[src/rtl/wb_port_arbiter.sv]
// Register-file write-port arbiter: pipeline writeback wins; a one-entry hold buffer parks long-latency results.
// Latency: pipeline write appears on rf_* one edge later; a parked result drains at the first edge with no pipeline write.
// Backpressure: lu_ready drops while the buffer is full and cannot drain; stall_req asks for WB bubbles after STARVE_LIMIT blocked edges.
//
// Ports:
//   clk, rst                      clock, asynchronous active-high reset
//   wb_we/wb_waddr/wb_wdata       pipeline writeback (MEM/WB register)
//   lu_valid/lu_ready/lu_waddr/lu_wdata  long-latency unit result handshake
//   flush                         discard the held result
//   rf_we/rf_waddr/rf_wdata       registered register-file write port
//   stall_req                     registered request for pipeline bubbles
//   pend_valid/pend_waddr         hold-buffer occupancy for hazard detection
module wb_port_arbiter #(
  parameter int DATA_W       = 32,
  parameter int ADDR_W       = 5,
  parameter int STARVE_LIMIT = 4
) (
  input  logic              clk,
  input  logic              rst,
  input  logic              wb_we,
  input  logic [ADDR_W-1:0] wb_waddr,
  input  logic [DATA_W-1:0] wb_wdata,
  input  logic              lu_valid,
  output logic              lu_ready,
  input  logic [ADDR_W-1:0] lu_waddr,
  input  logic [DATA_W-1:0] lu_wdata,
  input  logic              flush,
  output logic              rf_we,
  output logic [ADDR_W-1:0] rf_waddr,
  output logic [DATA_W-1:0] rf_wdata,
  output logic              stall_req,
  output logic              pend_valid,
  output logic [ADDR_W-1:0] pend_waddr
);

  localparam int CNT_W = (STARVE_LIMIT > 1) ? $clog2(STARVE_LIMIT) : 1;
  localparam logic [CNT_W-1:0] CNT_LAST = CNT_W'(STARVE_LIMIT - 1);

  // Bit 0 is the hold-buffer valid flag, bit 1 the stall request, so both
  // outputs come straight from state flops.
  typedef enum logic [1:0] {
    IDLE   = 2'b00,
    HOLD   = 2'b01,
    STARVE = 2'b11
  } state_t;

  state_t            state, state_nxt;
  logic [CNT_W-1:0]  wait_cnt, wait_cnt_nxt;
  logic [ADDR_W-1:0] hold_waddr;
  logic [DATA_W-1:0] hold_wdata;

  logic              hold_valid;
  logic              pipe_w;
  logic              squash;
  logic              drain_now;
  logic              load;
  logic              blocked;
  logic              rf_we_nxt;
  logic [ADDR_W-1:0] rf_waddr_nxt;
  logic [DATA_W-1:0] rf_wdata_nxt;

  assign hold_valid = state[0];
  // Writes to r0 are architecturally dead, so they never occupy the port.
  assign pipe_w     = wb_we & (wb_waddr != '0);
  // A younger pipeline write to the same register makes the held value stale.
  assign squash     = pipe_w & hold_valid & (wb_waddr == hold_waddr);
  assign drain_now  = hold_valid & ~pipe_w & ~flush;
  assign blocked    = hold_valid & pipe_w & ~squash;
  // lu_ready already excludes the squash/blocked cases, so a load can only
  // coincide with an empty buffer or a drain of the old entry.
  assign load       = lu_valid & lu_ready & (lu_waddr != '0);

  // State register
  always_ff @(posedge clk or posedge rst) begin
    if (rst) begin
      state    <= IDLE;
      wait_cnt <= '0;
    end else begin
      state    <= state_nxt;
      wait_cnt <= wait_cnt_nxt;
    end
  end

  // Next-state logic
  always_comb begin
    state_nxt    = state;
    wait_cnt_nxt = wait_cnt;
    if (flush) begin
      state_nxt    = IDLE;
      wait_cnt_nxt = '0;
    end else if (load) begin
      state_nxt    = HOLD;
      wait_cnt_nxt = '0;
    end else if (drain_now || squash) begin
      state_nxt    = IDLE;
      wait_cnt_nxt = '0;
    end else if (blocked && (state == HOLD)) begin
      if (wait_cnt == CNT_LAST) begin
        state_nxt = STARVE;
      end else begin
        wait_cnt_nxt = wait_cnt + CNT_W'(1);
      end
    end
  end

  // Output logic
  always_comb begin
    lu_ready     = ~rst & ~flush & (~hold_valid | drain_now);
    rf_we_nxt    = pipe_w | drain_now;
    rf_waddr_nxt = pipe_w ? wb_waddr : hold_waddr;
    rf_wdata_nxt = pipe_w ? wb_wdata : hold_wdata;
  end

  // Datapath: hold buffer and registered write port
  always_ff @(posedge clk or posedge rst) begin
    if (rst) begin
      hold_waddr <= '0;
      hold_wdata <= '0;
      rf_we      <= 1'b0;
      rf_waddr   <= '0;
      rf_wdata   <= '0;
    end else begin
      if (load) begin
        hold_waddr <= lu_waddr;
        hold_wdata <= lu_wdata;
      end
      rf_we <= rf_we_nxt;
      // Address/data keep their last value on idle cycles.
      if (rf_we_nxt) begin
        rf_waddr <= rf_waddr_nxt;
        rf_wdata <= rf_wdata_nxt;
      end
    end
  end

  assign stall_req  = state[1];
  assign pend_valid = hold_valid;
  assign pend_waddr = hold_waddr;

endmodule

[config.mk]
export PLATFORM = sky130hd
export DESIGN_NAME = wb_port_arbiter
export DESIGN_NICKNAME = d
export VERILOG_FILES = /design/src/rtl/wb_port_arbiter.sv
export SDC_FILE = /design/constraint.sdc
export NUM_CORES = 1
export LEC_CHECK = 0
export BUFFER_PORTS_ARGS = -buffer_cell sky130_fd_sc_hd__buf_4
export CELL_PAD_IN_SITES_DETAIL_PLACEMENT = 0
export CELL_PAD_IN_SITES_GLOBAL_PLACEMENT = 2
export CORE_AREA = 2 2 108 110
export DETAILED_ROUTE_END_ITERATION = 8
export DIE_AREA = 0 0 110 112
export GPL_ROUTABILITY_DRIVEN = 0
export GPL_TIMING_DRIVEN = 0
export PLACE_DENSITY_LB_ADDON = 0.15
export SLEW_MARGIN = 15
export SYNTH_ARGS = -nofsm -noshare
export SYNTH_HDL_FRONTEND = slang
export SYNTH_SLANG_ARGS = --single-unit
[constraint.sdc]
create_clock -name clk -period 2.8 [get_ports clk]
set_input_delay 0.42 -clock clk [delete_from_list [all_inputs] [get_ports clk]]
set_output_delay 0.42 -clock clk [all_outputs]
set_load 0.05 [all_outputs]
==> metrics <==
CTS-repair resized insts=0; Fin. Hold Viols=0; top cells by area, synth=dfrtp_1 (58%), mux2_1 (12%), mux2i_1 (11%); largest net degree at the start of global routing=48; Crit. End Element=flop; Syn Area/Cell=around 12 um2; synthesis-to-layout area growth=42.7%; Max Fclk=just over 400 MHz; I/O Buffers=124; number of global-route vias before repair=about 2600; routed wire length=8900 um; critical path data arrival time=2.63 ns; Hold WC Path Type=in -> async; final non-filler cell total=between 500 and 600; Final Critical Period=roughly 2.4 ns; YS warnings=0; GRT Total Usage=0.153; Min Hold Slack=between 0.1 and 0.15 ns; post-CTS setup buffer count=0; worst endpoint required time=3.01 ns; clock buffer count from CTS=9; total chip power=3.40 mW; area of the core=around 11000 um2; Starting DRT DRC Count=86; synthesized cell area=3390 um2; outcome=finished, final reports clean; Pins Over Slew Limit=0; Critical Path Fanout Max=10; vias post-DR=2538; first-pass GRT wire length=roughly 14000 um; critical path class=in -> reg; clk root buf=clkbuf_16; post-layout util=0.433; top-area cell type share of the netlist area=0.582; DR vias/cell=~4.6; Power per Cell Area=around 700 nW/um2; crit path launch type=primary input; io pins=125; ANT cells=0; fin crit share=0.864; clk_lat worst skew=between 0.3 and 0.4 ns; router iterations before antenna repair=4; Worst Setup Slack, final=0.380 ns; Worst Skew=0.00767 ns; Max Cap Viol=0; Yosys cell types=28; VDD IR-drop max=0.000240 V; sequential fraction of the synthesis area=0.582; Layout fillers=1090; design area=4840 um2; Die Footprint=12300 um2; Mapped Cells=274; pre-CTS setup slack=0.0401 ns; Slew headroom=0.477; RSZ-0062 raised after global routing=no; post-route ant nets=0; # setup viols final=0; routed wire length per instance=16.0 um; layout cells sized above 1=0.356; area leader, netlist=dfrtp_1; Overflow after GRT=0; initial core utilization=0.304; H-tree levels=3; initial antenna violation count=0; die height=112 um; Syn Nets=354; Die X=around 110 um; Slew @ Worst Pin=approximately 0.8 ns; # rows=39; Clock transition at path regs=0.06 ns; clk buf depth=2; placed cell count=542; CTS Sinks=79; CTS tree=yes; Seq cells post-synth=79; hold_buf cts=0; Final TNS setup=0 ns; placed cell area=about 4500 um2; leakage power=around 2.5 nW; dpl hpwl=6350 um; Nets=490; Residual DRC=0
-- kinds of logic after synthesis --
group,after synthesis,synth area share
DFF,79,0.582
muxes,75,0.235
and+or+nand+nor,48,0.0590
AOI/OAI and AO/OA,47,0.0763
buffers and inverters,18,0.0284
xor gates and xnor gates,6,0.0155
adders and majority gates,1,0.00369
-- power by group --
part	switching, mW	total (mW)	internal [mW]	leakage [nW]
Clock	0.445	1.21	0.769	0.144
Sequential	0.101	1.42	1.31	0.957
Combinational	0.468	0.774	0.306	1.38
-- final timing paths --
kind | startpoint | to | slack (ns) | cells past startpoint
worst max-delay path | wb_waddr[1] | hold_wdata[1] | 0.38 | 9
worst min-delay path | rst | rf_waddr[1] | 0.13 | 2
worst max register to register | state[0] | rf_wdata[30] | 0.59 | 6
worst min register to register | hold_wdata[29] | hold_wdata[29] | 0.48 | 1
max in group asynchronous | rst | hold_wdata[14] | 2.08 | 3
min in group clk | wb_wdata[27] | rf_wdata[27] | 0.29 | 3
-- registers in the layout (all words and copies together), names as in the netlist --
| name | count |
|---|---|
| pend_waddr | 5 |
| rf_we | 1 |
| hold_wdata | 32 |
| wait_cnt | 2 |
| rf_wdata | 32 |
| rf_waddr | 5 |
| state | 2 |
-- synth_stat cells --
| cell | n |
|---|---|
| a211o_1 | 1 |
| a211oi_1 | 2 |
| a211oi_2 | 1 |
| a21o_1 | 1 |
| a21oi_1 | 1 |
| and2b_1 | 1 |
| buf_1 | 2 |
| buf_2 | 2 |
| buf_4 | 1 |
| buf_6 | 3 |
| clkbuf_1 | 9 |
| dfrtp_1 | 79 |
| ha_1 | 1 |
| inv_1 | 1 |
| mux2_1 | 37 |
| mux2i_1 | 38 |
| nand2_1 | 38 |
| nand2b_1 | 1 |
| nor2_1 | 4 |
| nor3_1 | 1 |
| o21a_1 | 1 |
| o21ai_0 | 38 |
| o21ai_1 | 1 |
| o21bai_1 | 1 |
| or3b_2 | 1 |
| or4_1 | 2 |
| xnor2_1 | 1 |
| xor2_1 | 5 |
-- layer usage --
metal	up-vias	GRT usage	wire length, um
li1	1220	-	-
met1	1243	0.208	4020
met2	68	0.235	4240
met3	7	0.0392	518
met4	0	0.0557	119
met5	-	0	0
-- final cells by class --
class	count	area [um2]	area share
Tap cell	143	179	0.0369
Clock buffer	10	229	0.0473
Inverter	1	6.26	0.00129
Buffer	17	92.6	0.0191
Sequential cell	79	1980	0.408
Clock inverter	4	72.6	0.0150
Timing Repair Buffer	125	958	0.198
Multi-Input combinational cell	177	1330	0.274
-- worst max-delay path, cell delays in order --
cell	delay (ns)
buf_4	0.12
or4_1	0.54
o21a_1	0.18
buf_2	0.19
a211oi_4	0.26
and2b_1	0.20
buf_6	0.18
buf_6	0.18
mux2_1	0.34
-- layout by cell type, fill, tap and decap left out, drive strengths merged --
cell type	instances
buf	133
dfrtp	79
o21ai	39
nand2	38
mux2i	38
mux2	37
clkbuf	19
xor2	5
nor2	4
a211oi	3
or4	2
bufinv	2
nand2b	1
o21a	1
nor3	1
a21o	1
a211o	1
or3b	1
xnor2	1
and2b	1
o21bai	1
inv	1
a21oi	1
ha	1
clkinvlp	1
clkinv	1
(Power assumes the default switching activity.)
